`src/rtl/matrix_scan_fsm.sv`:
```
// Sequencer for a row-major pixel-matrix scan: drives the external row/column
// counters, settles each pixel, triggers an ADC conversion and stores the sample.
module matrix_scan_fsm #(
  parameter int CW          = 2,
  parameter int ROWS        = 4,
  parameter int COLS        = 4,
  parameter int SETTLE_CYC  = 16,
  parameter int TIMEOUT_CYC = 1024
) (
  input  logic          clk_i,
  input  logic          rst_i,
  input  logic          start_i,
  input  logic          abort_i,
  input  logic          adc_done_i,
  input  logic [CW-1:0] row_cnt_i,
  input  logic [CW-1:0] col_cnt_i,
  output logic [1:0]    opc_row_o,
  output logic [1:0]    opc_col_o,
  output logic          adc_start_o,
  output logic          wr_en_o,
  output logic          busy_o,
  output logic          done_o,
  output logic          err_o
);

  localparam int SW = (SETTLE_CYC  > 1) ? $clog2(SETTLE_CYC)  : 1;
  localparam int TW = (TIMEOUT_CYC > 1) ? $clog2(TIMEOUT_CYC) : 1;

  // Timers count down to zero, so the load value is one less than the duration.
  localparam logic [SW-1:0] SETTLE_LD = SW'(SETTLE_CYC - 1);
  localparam logic [TW-1:0] TMO_LD    = TW'(TIMEOUT_CYC - 1);
  localparam logic [CW-1:0] ROW_LAST  = CW'(ROWS - 1);
  localparam logic [CW-1:0] COL_LAST  = CW'(COLS - 1);

  localparam logic [1:0] OPC_CLR  = 2'b00;
  localparam logic [1:0] OPC_HOLD = 2'b01;
  localparam logic [1:0] OPC_INC  = 2'b10;

  typedef enum logic [3:0] {
    S_IDLE, S_CLEAR, S_SETTLE, S_CONVERT, S_WAIT_ADC,
    S_STORE, S_NEXT_COL, S_NEXT_ROW, S_DONE
  } state_t;

  state_t        state_q, state_d;
  logic [SW-1:0] settle_q, settle_d;
  logic [TW-1:0] tmo_q, tmo_d;
  logic          err_q, err_d;

  always_ff @(posedge clk_i) begin
    if (rst_i) begin
      state_q  <= S_IDLE;
      settle_q <= '0;
      tmo_q    <= '0;
      err_q    <= 1'b0;
    end else begin
      state_q  <= state_d;
      settle_q <= settle_d;
      tmo_q    <= tmo_d;
      err_q    <= err_d;
    end
  end

  always_comb begin
    state_d     = state_q;
    settle_d    = settle_q;
    tmo_d       = tmo_q;
    err_d       = err_q;
    opc_row_o   = OPC_HOLD;
    opc_col_o   = OPC_HOLD;
    adc_start_o = 1'b0;
    wr_en_o     = 1'b0;
    done_o      = 1'b0;

    unique case (state_q)
      S_IDLE: begin
        if (start_i) begin
          state_d = S_CLEAR;
          err_d   = 1'b0;
        end
      end
      S_CLEAR: begin
        opc_row_o = OPC_CLR;
        opc_col_o = OPC_CLR;
        state_d   = S_SETTLE;
        settle_d  = SETTLE_LD;
      end
      S_SETTLE: begin
        if (settle_q == '0) state_d = S_CONVERT;
        else                settle_d = settle_q - SW'(1);
      end
      S_CONVERT: begin
        adc_start_o = 1'b1;
        state_d     = S_WAIT_ADC;
        tmo_d       = TMO_LD;
      end
      S_WAIT_ADC: begin
        // A conversion finishing on the expiry cycle still counts as success.
        if (adc_done_i) state_d = S_STORE;
        else if (tmo_q == '0) begin
          state_d = S_DONE;
          err_d   = 1'b1;
        end else tmo_d = tmo_q - TW'(1);
      end
      S_STORE: begin
        wr_en_o = 1'b1;
        if (col_cnt_i == COL_LAST)
          state_d = (row_cnt_i == ROW_LAST) ? S_DONE : S_NEXT_ROW;
        else
          state_d = S_NEXT_COL;
      end
      S_NEXT_COL: begin
        opc_col_o = OPC_INC;
        state_d   = S_SETTLE;
        settle_d  = SETTLE_LD;
      end
      S_NEXT_ROW: begin
        opc_col_o = OPC_CLR;
        opc_row_o = OPC_INC;
        state_d   = S_SETTLE;
        settle_d  = SETTLE_LD;
      end
      S_DONE: begin
        done_o  = 1'b1;
        state_d = S_IDLE;
      end
      default: state_d = S_IDLE;
    endcase

    // Abort overrides everything, including a timeout that would set err.
    if (abort_i && state_q != S_IDLE) begin
      state_d = S_IDLE;
      err_d   = err_q;
    end
  end

  assign busy_o = (state_q != S_IDLE);
  assign err_o  = err_q;

endmodule
```
`config.mk`:
```
export PLATFORM = sky130hd
export DESIGN_NAME = matrix_scan_fsm
export DESIGN_NICKNAME = d
export VERILOG_FILES = /design/src/rtl/matrix_scan_fsm.sv
export SDC_FILE = /design/constraint.sdc
export NUM_CORES = 1
export LEC_CHECK = 0
export ABC_AREA = 1
export ABC_CLOCK_PERIOD_IN_PS = 1300
export CAP_MARGIN = 0
export CORE_ASPECT_RATIO = 1.1
export CORE_MARGIN = 2
export CORE_UTILIZATION = 40
export DETAILED_ROUTE_END_ITERATION = 7
export PLACE_DENSITY_LB_ADDON = 0.1
export SLEW_MARGIN = 10
export SYNTH_ARGS = -nofsm -noshare
export SYNTH_HDL_FRONTEND = slang
export SYNTH_SLANG_ARGS = --single-unit
```
`constraint.sdc`:
```
create_clock -name clk_i -period 1.3 [get_ports clk_i]
set_input_delay 0.26 -clock clk_i [delete_from_list [all_inputs] [get_ports clk_i]]
set_output_delay 0.26 -clock clk_i [all_outputs]
set_load 0.05 [all_outputs]
```
**After elaboration in Yosys (flattened, before gate mapping)**

Cells that the tools add are included.
W data, S select, Z words.

- Add/subtract/negate cells: 2
- Bitwise gates (word level): 1
- Multiplexer cells: 21
- Eq/ne operators: 17
- Reduce and logical (&&, ||, !) cells: 15

Operator list:

| cell | count |
|---|---|
| $mux W4 | 7 |
| $pmux W4 S6 | 1 |
| $mux W10 | 2 |
| $pmux W10 S2 | 1 |
| $eq A4 B3 Y1 const B | 4 |
| $ne A2 B2 Y1 const B | 6 |
| $logic_not A10 Y1 | 1 |
| $sub A10 B1 Y10 const B | 1 |
| $eq A4 B2 Y1 const B | 2 |
| $logic_not A4 Y1 | 2 |
| $pmux W2 S2 | 2 |
| $pmux W4 S2 | 1 |
| $mux W1 | 6 |
| $reduce_and A3 Y1 | 2 |
| $reduce_bool A2 Y1 | 3 |
| $reduce_and A5 Y1 | 1 |
| $eq A2 B2 Y1 const B | 2 |
| $eq A4 B1 Y1 const B | 1 |
| $eq A4 B4 Y1 const B | 1 |
| $reduce_bool A4 Y1 | 1 |
| $reduce_or A2 Y1 | 2 |
| $sub A4 B1 Y4 const B | 1 |
| $ne A3 B3 Y1 const B | 1 |
| $reduce_or A3 Y1 | 1 |
| other kinds (4) | 4 |

- Output and inout bits: 9
- Logic and storage cells: 60
- Register bits: 19
- Input bits: 9

**Depth between registers and ports, before layout**

Gate-level depths: netlist of run 1.

- Depth after elaboration: 4
- Mapped depth: 10
- Gate-level depth less buffers: 10

**Worst setup path before layout of run 1**

Ideal clock, no wire load.

- Path kind: reg-to-reg
- Start: register state_q[2]
- End: register tmo_q[2]
- Required time: 1.166 ns
- Period minus slack after synthesis: 1.930 ns
- Library setup time: 0.134 ns
- Setup slack: -0.630 ns
- Cell stages (with the launch flop): 9
- Path buffers: 0
- Data arrival time: 1.797 ns
- Path through: dfxtp_1 nor2_2 inv_1 nor2_1 inv_1 nand2_4 nand2_8 nand2_1 a21oi_1

- Longest elaborated chain between the ends: 3
- Elaborated cells between the ends (all ways): 7

Ends and longest elaborated chain:

| item | RTL line | text |
|---|---|---|
| start, declared | 44 | `state_t state_q, state_d;` |
| start signal, assigned | 56 | `state_q <= state_d;` |
| $eq A4 B3 Y1 / $eq A4 B2 Y1 (equally long branches) | 74 | `unique case (state_q)` |
| $ne A2 B2 Y1 (no line) / $reduce_bool A2 Y1 (equally long branches) | n/a |  |
| $reduce_and A3 Y1 (no line) | n/a |  |
| end signal, assigned | 58 | `tmo_q <= tmo_d;` |
| end, declared | 46 | `logic [TW-1:0] tmo_q, tmo_d;` |

Several ways; a longest one is shown, not always the timed one.
A chain may end at the register's enable or synchronous reset.

**Final worst setup path of run 1**

- Start: register state_q[2]
- End: output opc_col_o[0]

- Longest elaborated chain between the ends: 3
- Elaborated cells between the ends (all ways): 5

Ends and longest elaborated chain:

| item | RTL line | text |
|---|---|---|
| $eq A4 B3 Y1 / $eq A4 B1 Y1 (equally long branches) | 74 |  |
| $reduce_or A2 Y1 (no line) | n/a |  |
| $pmux W2 S2 * | 74 |  |
| end, declared | 18 | `output logic [1:0] opc_col_o,` |

Mark *: on every way between the ends. The rest lies on a longest branch, timed or not.

==> impl_results.md, run 1 <==
- Finished Cell Area: 2350 µm²
- Max-slew headroom: 71.9%
- Ranking of synthesized cells by area: dfxtp_1 (31%), nand2_1 (12%), nand3_1 (9.3%)
- Drt pass-1 iters: 5
- CTS tree: built
- Vias/cell: 5.20
- Flop pwr share: 20.1%
- Slew Limit Fails: 0
- CP max FO: 3
- Commonest cells after routing, fill and taps aside: buf_4 (34), nand2_1 (22), nand3_1 (16)
- Placed cells: 263
- # diodes: 0
- Post-route DRC: 0
- Logic pwr share: 73.2%
- Hold_sp: err_o
- Worst EP required: 1.04 ns
- Cell Int Power: 2.51 mW
- Largest family of logic cells by synthesized area: simple AND/OR/NAND/NOR gates
- Sw frac: 45.5%
- Max IR drop VDD: 1.54 mV
- Most common cell after layout, fill and taps aside: buf_4
- Vias in the first global route: 1551
- Reg-to-reg slack, setup: -0.22 ns
- Post-CTS Hold Fix Bufs: 0
- Critical path origin: state_q[2]
- Grt ovf: 0
- Dpl cell area: 1770 µm²
- Global Route Usage Sum: 24.2%
- Register area share after synthesis: 30.8%
- Share of layout cells above drive strength 1: 58.6%
- Detailed Route Iter0 Violations: 77
- Largest net degree at the start of global routing: 12
- Arr. time, crit path: 1.40 ns
- Synth area leader: dfxtp_1
- Netlist area before placement: 1230 µm²
- Die area: 3550 µm²
- Max-Cap Viols: 0
- GPL Wtd Cong: 0.822
- XOR/XNOR Fraction of Synth Area: 1.42%
- Rows: 21
- Mux contribution to synthesized area: 0%
- Synth Register Bits: 19
- RR Startpoint: state_q[2]
- Post-synthesis simple-gate area fraction: 43.1%
- Syn Inst Count: 186
- Area delta synth->final: 90.3%
- Setup crit end kind: output port
- Final hold violations: 0
- Clock Skew: 0.0190 ns
- Post-Place Worst Slack: -0.161 ns
- Number of I/O port buffers: 17
- Setup Crit Path Kind: flip-flop to output port
- Die Y: 62.3 µm
- Synthesized area per cell: 6.64 µm²
- Hold Path Class: flip-flop to flip-flop
- WL per Instance: 14.6 µm
- ANT nets after route: 0
- Synth Area in Compound Gates: 12.1%
- Final worst setup slack: -0.364 ns
- Fmax: 601 MHz
- Critical Path Start Type: flip-flop
- Worst-Margin Slew: 0.420 ns
- Starting Density: 41.2%
- Final wirelength: 4220 µm
- Distinct cells, synth: 26
- Syn Nets: 197
- Initial antenna violation count: 0
- Final setup viols: 26
- Power Density: 1960 nW/µm²
- Pleak: 0.992 nW
- Htree depth: 1
- RSZ-0062 raised after global routing: yes
- CTS Buf Count: 3
- Layout Nets: 268
- Core Box Area: 3000 µm²
- Via Count: 1509
- Psw: 2.09 mW
- Clock share of power: 6.7%
- Adder and majority gate portion of the synthesized area: 2.03%
- # clock sinks: 19
- Clk buf depth: 2
- Clk Latency, worst-skew pair: 0.30 ns
- Top-area cell type share of the netlist area: 30.8%
- Final Critical Period: 1.66 ns
- Failing checks: negative setup slack
- CTS clk-pin slew, worst paths: 0.12 ns
- First-pass GRT wire length: 7020 µm
- IO Count: 18
- Die Wd: 57.0 µm
- Status: finished with violations
- CTS Root Cell: clkbuf_4
- Finished Layout Cells: 290
- Detail Placement HPWL: 2490 µm
- Yosys warns: 0
- Fin crit share: 128%
[power by group through the flow]
stage	clock, mW	sequential (mW)	combinational (mW)
after floorplan	0	0.910	1.28
after global placement	0	0.859	2.19
after detailed placement	0	0.866	2.25
after CTS	0.315	0.903	3.08
after global routing	0.340	0.938	3.63
final	0.308	0.924	3.36
[cell usage after synthesis]
library cell / n
nand2_1: 39
inv_1: 26
nand3_1: 23
dfxtp_1: 19
nor2_1: 19
a21oi_1: 15
o21ai_0: 6
nand4_1: 5
nand2_2: 4
nor2_2: 4
a31oi_1: 2
buf_6: 2
ha_1: 2
inv_2: 2
nand2_4: 2
nand2_8: 2
nand3b_1: 2
nor3_1: 2
or2_2: 2
xnor2_1: 2
a21oi_2: 1
a41oi_2: 1
clkbuf_1: 1
nor2_4: 1
o22ai_1: 1
or2_1: 1
[what timing repair did]
item	4_1_cts	5_1_grt
cloned	3	0
setup buffers	17	4
pin swaps	23	15
setup endpoints to repair	27	27
gates resized for setup	70	42
[critical path: stages (launching register included)]
cell	delay (ns)
dfxtp_4	0.40
inv_2	0.05
nor2_4	0.13
nand3_4	0.10
nand3_2	0.12
clkinvlp_4	0.13
buf_12	0.17
[metal layers]
| layer | global-route usage [%] | vias to the layer above | routed length [µm] |
|---|---|---|---|
| met5 | 0 | - | 0 |
| met4 | 6.40 | 0 | 31 |
| met3 | 4.38 | 4 | 152 |
| met2 | 42.2 | 31 | 2300 |
| met1 | 30.3 | 719 | 1740 |
| li1 | - | 755 | - |
[per-stage QoR]
stage / hold slack, ns / TNS [ns] / power [mW] / utilization [%]
final: 0.505 / -3.85 / 4.60 / 78.4
after global routing: 0.519 / -5.52 / 4.91 / 78.4
after CTS: 0.504 / -2.64 / 4.30 / 72.8
after detailed placement: 0.485 / -2.04 / 3.12 / 59.2
after global placement: 0.475 / -1.15 / 3.05 / 59.2
after floorplan: 0.329 / -0.693 / 2.19 / -
[kinds of logic (layout without fill, tap and decap cells)]
family | after synthesis | in the layout
buf+inv | 31 | 98
xor+xnor | 2 | 2
compound gates | 26 | 26
simple gates | 106 | 109
fa+ha+maj | 2 | 2
flops | 19 | 19
[layout make-up]
cell class | count | area (µm²)
Clock buffer | 4 | 26.3
Tap cell | 34 | 42.5
Multi-Input combinational cell | 139 | 1060
Inverter | 28 | 139
Sequential cell | 19 | 398
Fill cell | 196 | 646
Timing Repair Buffer | 66 | 684
[path summary, 6_finish.rpt]
| path | to | cells after the start |
|---|---|---|
| worst min-delay path | err_o | 2 |
| worst min register to register | err_o | 2 |
| worst max-delay path | opc_col_o[0] | 6 |
| worst max register to register | state_q[1] | 9 |
[registers in the layout, indices dropped and copies added, names as in the netlist]
register,count
tmo_q,10
settle_q,4
err_o,1
state_q,4
Power figures use the tool's default switching activity.
==> run 2: changes to the inputs <==
Settings changed: ABC_CLOCK_PERIOD_IN_PS 1300 to 1600.
Clock period 1.3 ns to 1.6 ns, I/O delays scaled along.
==> run 2 against run 1 <==
Net effect:
- the run now ends clean
- first-iteration DRC count fell by 10%
- critical path depth did not move
- via count fell by 16%
==> impl_results.md, run 2 (synthesis results as in run 1) <==
- Crit-path max cell delay: 0.40 ns
- Vias/cell: 5.12
- # clock sinks: 19
- Worst Path Buf+Inv: 3
- GPL Wtd Cong: 0.831
- Detailed Route Iter0 Violations: 69
- Area of the multi-input gates: 793 µm²
- Grt ovf: 0
- Clock share of power: 10.0%
- # diodes: 0
- Final wirelength: 2930 µm
- ANT nets after route: 0
- Fillers: 299
- Max-slew headroom: 83.0%
- Clk buf depth: 2
- Global Route Usage Sum: 17.4%
- Fmax: 630 MHz
- Setup Crit Path Kind: flip-flop to output port
- Slew Limit Fails: 0
- Max IR drop VDD: 0.914 mV
- CP max stage cell: dfxtp_4
- Final setup viols: 0
- Worst EP required: 1.28 ns
- Commonest cells after routing, fill and taps aside: nand2_1 (38), inv_1 (22), nand3_1 (21)
- RSZ-0062 raised after global routing: yes
- Vias in the first global route: 1219
- Die area: 3550 µm²
- Hold Path Class: flip-flop to flip-flop
- Post-CTS Hold Fix Bufs: 0
- CTS Root Cell: clkbuf_4
- Die Wd: 57.0 µm
- Number of I/O port buffers: 17
- Via Count: 1264
- Critical path origin: state_q[2]
- Setup TNS Final: 0 ns
- Placed cells: 236
- Layout Nets: 225
- CTS Buf Count: 3
- Finished Layout Cells: 247
- Crit path max-delay family: flip-flops
- Htree depth: 1
- Biggest regs: tmo_q: 10 flops, settle_q: 4 flops, state_q: 4 flops
- RR Startpoint: tmo_q[1]
- Most common cell after layout, fill and taps aside: nand2_1
- Sw frac: 47.3%
- Worst-Margin Slew: 0.255 ns
- Area delta synth->final: 35.7%
- Critical Path Start Type: flip-flop
- Power Density: 1530 nW/µm²
- Max-Cap Viols: 0
- Flop pwr share: 28.2%
- Starting Density: 41.2%
- Final Critical Period: 1.59 ns
- Logic pwr share: 61.8%
- Die Y: 62.3 µm
- Fin crit share: 99.3%
- Initial antenna violation count: 0
- Clock Skew: 0.00804 ns
- Status: finished, final reports clean
- Largest net degree at the start of global routing: 14
- First-pass GRT wire length: 5020 µm
- Detail Placement HPWL: 2160 µm
- Max reg flops: 10
- Dpl cell area: 1530 µm²
- Clk Latency, worst-skew pair: 0.31 ns
- Core Box Area: 3000 µm²
- CP cell instances: inv_4, nor2_4, nand2_1, nand3_2, inv_2, buf_12
- Cell Int Power: 1.35 mW
- Final hold violations: 0
- Largest reg by FF count: tmo_q
- Drt pass-1 iters: 5
- Hold_sp: err_o
- Finished Cell Area: 1680 µm²
- IO Count: 18
- Share of layout cells above drive strength 1: 27.2%
- Rows: 21
- Arr. time, crit path: 1.27 ns
- Sequential Area: 389 µm²
- Pleak: 0.728 nW
- WL per Instance: 11.9 µm
- Setup crit end kind: output port
- Psw: 1.22 mW
- CTS clk-pin slew, worst paths: 0.12 ns
- CP max FO: 4
- Post-route DRC: 0
- CTS tree: built
run 2: cell types whose count changed in the layout (fill, tap and decap cells not counted), sizes merged:
cell | before | now
clkinvlp | 1 | 0
buf | 58 | 18
clkbuf | 4 | 3
nand2 | 50 | 47
inv | 26 | 28
run 2: what timing repair did:
| item | 4_1_cts | 5_1_grt |
|---|---|---|
| pin swaps | 0 | 4 |
| resized for setup | 7 | 15 |
| setup buffers | 2 | 5 |
| setup endpoints to repair | 3 | 19 |
run 2: cell type report:
cell class                 instances  share of cell area (%)
inverter                          28                    6.42
multi-input combinational        136                    47.3
clock inverter                     1                   0.299
clock buffer                       3                    1.34
tap                               34                    2.54
sequential                        19                    23.2
timing repair buffer              26                    18.8
run 2: power groups by stage:
stage	combinational (mW)	clock (mW)	sequential, mW
final	1.59	0.257	0.724
after global routing	1.78	0.279	0.744
after floorplan	1.01	0	0.738
after detailed placement	1.44	0	0.713
after CTS	1.49	0.262	0.711
after global placement	1.41	0	0.710
run 2: per-layer routing:
metal / wire, µm / part of all wire, % / track usage [%] / vias up
met5: 0 / 0 / 0 / -
met4: 44 / 1.5 / 6.69 / 0
met3: 83 / 2.8 / 3.13 / 5
met2: 1540 / 53 / 30.0 / 22
met1: 1260 / 43 / 21.1 / 578
li1: - / - / - / 659
run 2: metrics by stage:
step | setup WS [ns] | hold slack, ns | power [mW] | util [%]
2_1_floorplan | 0.0759 | 0.389 | 1.74 | -
3_3_place_gp | 0.128 | 0.438 | 2.12 | 51.0
3_5_place_dp | 0.0750 | 0.441 | 2.16 | 51.0
4_1_cts | 0.000153 | 0.460 | 2.46 | 52.9
5_1_grt | -0.0752 | 0.502 | 2.80 | 55.9
6_report | 0.0118 | 0.455 | 2.57 | 55.9
run 2: tightest hold or removal path, stage by stage, from the launching register on:
cell,delay [ns]
dfxtp_1,0.33
inv_1,0.04
a21oi_1,0.05
run 2: final timing paths:
| check | endpoint | slack [ns] | cells past startpoint |
|---|---|---|---|
| min reg2reg | err_o | 0.46 | 2 |
| max | opc_col_o[0] | 0.01 | 6 |
| min | err_o | 0.46 | 2 |
| max reg2reg | tmo_q[6] | 0.14 | 10 |
